## src/rtl/lcd_line_scheduler.sv

```systemverilog
// Round-robin scheduler that shares one I2C text-LCD byte sender between two
// clients, sending a DDRAM address command followed by one line of characters.
module lcd_line_scheduler #(
    parameter int unsigned CHARS        = 16,
    parameter int unsigned BUSY_TIMEOUT = 1_000_000
) (
    input  logic                 clk,
    input  logic                 reset_n,
    input  logic                 lcd_ready,
    input  logic                 req_a,
    input  logic                 req_b,
    input  logic                 line_a,
    input  logic                 line_b,
    input  logic [8*CHARS-1:0]   text_a,
    input  logic [8*CHARS-1:0]   text_b,
    output logic                 grant_a,
    output logic                 grant_b,
    output logic                 done_a,
    output logic                 done_b,
    output logic                 err,
    output logic [1:0]           owner,
    output logic                 lcd_send,
    output logic                 lcd_rs,
    output logic [7:0]           lcd_byte,
    input  logic                 lcd_busy
);

    localparam int unsigned TEXT_W = 8 * CHARS;
    localparam int unsigned IDX_W  = $clog2(CHARS + 1);
    localparam int unsigned CNT_W  = $clog2(BUSY_TIMEOUT + 1);

    localparam logic [IDX_W-1:0] IDX_LAST = IDX_W'(CHARS);
    localparam logic [CNT_W-1:0] CNT_LAST = CNT_W'(BUSY_TIMEOUT - 1);

    typedef enum logic [1:0] {
        IDLE  = 2'd0,
        ISSUE = 2'd1,
        DRAIN = 2'd2,
        DONE  = 2'd3
    } state_t;

    state_t              state_q, state_d;
    logic [IDX_W-1:0]    idx_q, idx_d;
    logic [CNT_W-1:0]    cnt_q, cnt_d;
    logic [TEXT_W-1:0]   text_q, text_d;
    logic                line_q, line_d;
    logic                last_b_q, last_b_d;
    logic [1:0]          owner_d;
    logic                send_d, rs_d;
    logic [7:0]          byte_d;
    logic                grant_a_d, grant_b_d, done_a_d, done_b_d, err_d;
    logic                arb_go, arb_b;
    logic                end_xfer, timeout;

    // Byte k of a transfer: 0 is the set-address command, k>0 is char k-1.
    function automatic logic [7:0] byte_at(input logic [IDX_W-1:0] k,
                                           input logic [TEXT_W-1:0] t,
                                           input logic ln);
        logic [7:0] b;
        b = ln ? 8'hC0 : 8'h80;
        for (int unsigned i = 0; i < CHARS; i++) begin
            if (k == IDX_W'(i + 1)) b = t[8*i +: 8];
        end
        return b;
    endfunction

    // On a tie the client that was not served last wins.
    assign arb_go = ((state_q == IDLE) || (state_q == DONE)) && lcd_ready &&
                    !lcd_busy && (req_a || req_b);
    assign arb_b  = req_b && (!req_a || !last_b_q);

    always_comb begin
        state_d   = state_q;
        idx_d     = idx_q;
        cnt_d     = cnt_q;
        text_d    = text_q;
        line_d    = line_q;
        last_b_d  = last_b_q;
        owner_d   = owner;
        send_d    = 1'b0;
        rs_d      = lcd_rs;
        byte_d    = lcd_byte;
        grant_a_d = 1'b0;
        grant_b_d = 1'b0;
        done_a_d  = 1'b0;
        done_b_d  = 1'b0;
        err_d     = 1'b0;
        end_xfer  = 1'b0;
        timeout   = 1'b0;

        case (state_q)
            IDLE, DONE: begin
                state_d = IDLE;
                if (arb_go) begin
                    state_d   = ISSUE;
                    idx_d     = '0;
                    cnt_d     = '0;
                    owner_d   = arb_b ? 2'b10 : 2'b01;
                    grant_a_d = !arb_b;
                    grant_b_d = arb_b;
                    text_d    = arb_b ? text_b : text_a;
                    line_d    = arb_b ? line_b : line_a;
                    byte_d    = line_d ? 8'hC0 : 8'h80;
                    rs_d      = 1'b0;
                end
            end
            ISSUE: begin
                if (lcd_busy) begin
                    state_d = DRAIN;
                    cnt_d   = '0;
                end else if (cnt_q == CNT_LAST) begin
                    end_xfer = 1'b1;
                    timeout  = 1'b1;
                end else begin
                    send_d = 1'b1;
                    cnt_d  = cnt_q + 1'b1;
                end
            end
            DRAIN: begin
                if (!lcd_busy) begin
                    if (idx_q == IDX_LAST) begin
                        end_xfer = 1'b1;
                    end else begin
                        state_d = ISSUE;
                        idx_d   = idx_q + 1'b1;
                        cnt_d   = '0;
                        byte_d  = byte_at(idx_d, text_q, line_q);
                        rs_d    = 1'b1;
                        send_d  = 1'b1;
                    end
                end else if (cnt_q == CNT_LAST) begin
                    end_xfer = 1'b1;
                    timeout  = 1'b1;
                end else begin
                    cnt_d = cnt_q + 1'b1;
                end
            end
            default: state_d = IDLE;
        endcase

        // Normal end goes through DONE; an abort returns straight to IDLE.
        if (end_xfer) begin
            state_d  = timeout ? IDLE : DONE;
            send_d   = 1'b0;
            cnt_d    = '0;
            done_a_d = owner[0];
            done_b_d = owner[1];
            err_d    = timeout;
            last_b_d = owner[1];
            owner_d  = 2'b00;
        end
    end

    always_ff @(posedge clk or negedge reset_n) begin
        if (!reset_n) begin
            state_q  <= IDLE;
            idx_q    <= '0;
            cnt_q    <= '0;
            text_q   <= '0;
            line_q   <= 1'b0;
            last_b_q <= 1'b1;
            owner    <= 2'b00;
            lcd_send <= 1'b0;
            lcd_rs   <= 1'b0;
            lcd_byte <= 8'h00;
            grant_a  <= 1'b0;
            grant_b  <= 1'b0;
            done_a   <= 1'b0;
            done_b   <= 1'b0;
            err      <= 1'b0;
        end else begin
            state_q  <= state_d;
            idx_q    <= idx_d;
            cnt_q    <= cnt_d;
            text_q   <= text_d;
            line_q   <= line_d;
            last_b_q <= last_b_d;
            owner    <= owner_d;
            lcd_send <= send_d;
            lcd_rs   <= rs_d;
            lcd_byte <= byte_d;
            grant_a  <= grant_a_d;
            grant_b  <= grant_b_d;
            done_a   <= done_a_d;
            done_b   <= done_b_d;
            err      <= err_d;
        end
    end

endmodule

```

## config.mk

```make
export PLATFORM = sky130hd
export DESIGN_NAME = lcd_line_scheduler
export DESIGN_NICKNAME = d
export VERILOG_FILES = /design/src/rtl/lcd_line_scheduler.sv
export SDC_FILE = /design/constraint.sdc
export NUM_CORES = 1
export LEC_CHECK = 0
export ABC_AREA = 1
export CAP_MARGIN = 10
export CORE_MARGIN = 4
export CORE_UTILIZATION = 48
export CTS_CLUSTER_SIZE = 10
export DETAILED_ROUTE_END_ITERATION = 12
export PLACE_DENSITY_LB_ADDON = 0.15
export REMOVE_ABC_BUFFERS = 1
export SYNTH_ARGS = -nofsm -noshare
export SYNTH_HDL_FRONTEND = slang
export SYNTH_SLANG_ARGS = --single-unit
```

## constraint.sdc

```tcl
create_clock -name clk -period 2.9 [get_ports clk]
set_input_delay 0.87 -clock clk [delete_from_list [all_inputs] [get_ports clk]]
set_output_delay 0.87 -clock clk [all_outputs]
set_load 0.02 [all_outputs]
```

==> metrics.yaml <==
die_height_um: 149
gp_congestion: 0.914
synth_xor_area_frac: 0.00935
grt_usage: 0.268
drt_iter0_markers: 654
ios: 281
cts_max_level: 4
final_cell_area_um2: 13400
yosys.area_share.simple: 0.347
cts.root.buffer_cell: "clkbuf_16"
synth_edf_count: 0
fin_setup_tns_ns: 0
worstSetupPathType: "reg -> reg"
grt_pass1_wl_mm: 47.0
drv_cap: 0
drc: 0
clk-insertion-delay-late_ns: 0.44
synth_compound_area_frac: 0.104
syn_area_um2: 9500
numPortBuffers: 280
finalNonFillerCells: 1839
finClkSkew_ns: 0.0119
post-place-ws_ns: 0.00922
synth_cell_types: 47
synth_fa_ha_area_frac: 0.0105
p_per_area_nw_per_um2: 763
via_per_inst: 5.16
antenna_left: 0
cp_data_arrival_time_ns: 2.97
fp.coreArea_um2: 19500
p_leak_nw: 6.00
rsz0062_at_grt: "yes"
worst_slew_pin_slew_ns: 0.556
max_slew_margin: 0.629
period_share: 0.913
maxSlewViolCount: 0
ys_seq_area_frac: 0.458
fin_total_pwr_mw: 10.2
synthMuxAreaShare: 0
yosysWarnings: 0
cts_buffer_depth: 2
wl_per_cell_um: 16.2
via_count: 9484
routed_wl_mm: 29.7
grt_pass1_vias: 9336
fin_util: 0.687
place_inst: 1803
async_flop_share: 1.00
synth_top_family_by_area: "simple AND/OR/NAND/NOR gates"
die_area_um2: 22100
cts_tree: "done"
fmax_mhz: 377
cts_buffers: 17
first_pass_iters: 5
synth_flop_cell: "dfrtp_1"
antenna_found_initial: 1
worstPathRequired_ns: 3.22
synth.avg_cell_area_um2: 7.45
rows: 51
layout-drive-gt1-share: 0.0877
run_status: "complete, no violations"
ys_ff_latch: 174
path_clk_slew_ns: 0.07
hold_viol: 0
synth_cells: 1276
start_util: 0.488
worst_slack_ns: 0.251
holdWs_ns: 0.370
finalSetupViolCount: 0
holdCritPathClass: "in -> async"
die_w_um: 149
max-vdd-ir-drop_v: 0.000424
grt_max_degree: 75
grt.overflow.total: 0
hpwl_mm: 21.8
place_area_um2: 12800
nets: 1832
path_max_fanout: 5
areaGrowthSynthToFinish_pct: 40.7
finalCriticalPeriod_ns: 2.65
numClockSinks: 174
start_kind: "flip-flop"
critPathCaptureType: "flip-flop"
## logic make-up after synthesis
group | Yosys count
flip-flops | 174
XOR/XNOR | 8
adder cells (fa/ha/maj) | 8
buffers and inverters | 169
AND/OR/NAND/NOR | 758
AO/OA/AOI/OAI | 159
## registers in the layout, summed over array words and instances (netlist names), 2 cells and up
register,cells
idx_q,5
cnt_q,20
state_q,2
text_q,128
lcd_byte,8
owner,2
## Yosys cell counts, types with 2 or more instances
cell	count	share of area
o21ai_0	23	0.012
o21ai_2	2	0.0018
o211ai_1	45	0.036
nor3_1	7	0.0037
or2_2	5	0.0033
buf_4	3	0.0024
nand4_1	11	0.0072
or2_1	2	0.0013
buf_6	2	0.0024
ha_1	8	0.011
nor2_2	5	0.0033
dfrtp_1	173	0.46
nand2_4	5	0.0059
nand3_1	123	0.065
inv_2	13	0.0051
buf_2	12	0.0063
nor2_1	43	0.017
nor4_1	6	0.0040
nor3b_1	2	0.0016
nor2_8	3	0.0063
nand2_1	527	0.21
o21ai_1	7	0.0037
xor2_1	7	0.0065
nand2_2	3	0.0020
a21oi_1	59	0.031
nor2_4	8	0.0095
inv_1	100	0.039
a21oi_2	3	0.0028
inv_4	2	0.0013
buf_1	4	0.0016
or2_0	2	0.0013
o211ai_2	2	0.0026
o22ai_1	11	0.0072
nand3_2	4	0.0042
clkbuf_1	32	0.013
## metal layers
metal  part of all wire  global-route usage
met1               0.43               0.356
met2               0.48               0.443
met3              0.071              0.0558
met4              0.020              0.0818
met5                  0                   0
## area by class of cell
cell class,instances,area (um^2)
fillers,1628,6090
multi-input cells,933,4500
flip-flops and latches,174,4360
repair buffers,318,3180
inverters,116,444
clock buffers,18,439
well taps,265,332
clock inverters,14,124
diodes,1,2.50
## path summary, 6_finish.rpt
| check | to | startpoint | slack (ns) | cells after the start |
|---|---|---|---|---|
| worst min register to register | lcd_byte[4] | lcd_byte[4] | 0.48 | 2 |
| worst max register to register | lcd_byte[7] | idx_q[0] | 0.25 | 20 |
| worst max-delay path | lcd_byte[7] | idx_q[0] | 0.25 | 20 |
| min in group clk | lcd_byte[4] | lcd_byte[4] | 0.48 | 2 |
| max in group asynchronous | last_b_q | reset_n | 1.79 | 2 |
| worst min-delay path | text_q[37] | reset_n | 0.37 | 1 |
## timing repair
action | in CTS | in global routing
endpoints found under the setup margin | 0 | 9
setup buffers | 0 | 3
gates resized for setup | 0 | 3
hold buffers | 0 | 0
## worst max-delay path, stage by stage, from the launching register on
cell      delay, ns
dfrtp_1        0.38
ha_2           0.23
xor2_4         0.18
nor2_4         0.24
nand2_2        0.12
o21ai_0        0.21
o211ai_1       0.14
nand3_1        0.09
nand2_1        0.07
nand2_1        0.08
nand2_1        0.07
nand3_1        0.07
nand2_1        0.06
nand3_1        0.09
nand3_1        0.08
nand3_1        0.10
nand2_1        0.06
nand2_1        0.06
nand2_1        0.04
nand2_1        0.10
a21oi_2        0.06
## placed cells by master, fill, tap and decap left out, types with 9 or more instances in the layout
cell / n
o211ai_1: 45
nor2_4: 9
o22ai_1: 11
inv_1: 99
clkdlybuf4s50_1: 279
clkbuf_16: 17
nand3_1: 123
inv_2: 13
a21oi_1: 59
buf_4: 31
nor2_1: 42
o21ai_0: 23
nand4_1: 11
nand2_1: 527
dfrtp_1: 172
## power breakdown
group,total [mW],leakage (nW),switching (mW),internal (mW)
registers,3.89,2.20,0.490,3.40
clock network,2.22,0.274,1.07,1.15
logic,4.09,3.53,2.36,1.73
Power figures use the tool's default switching activity.
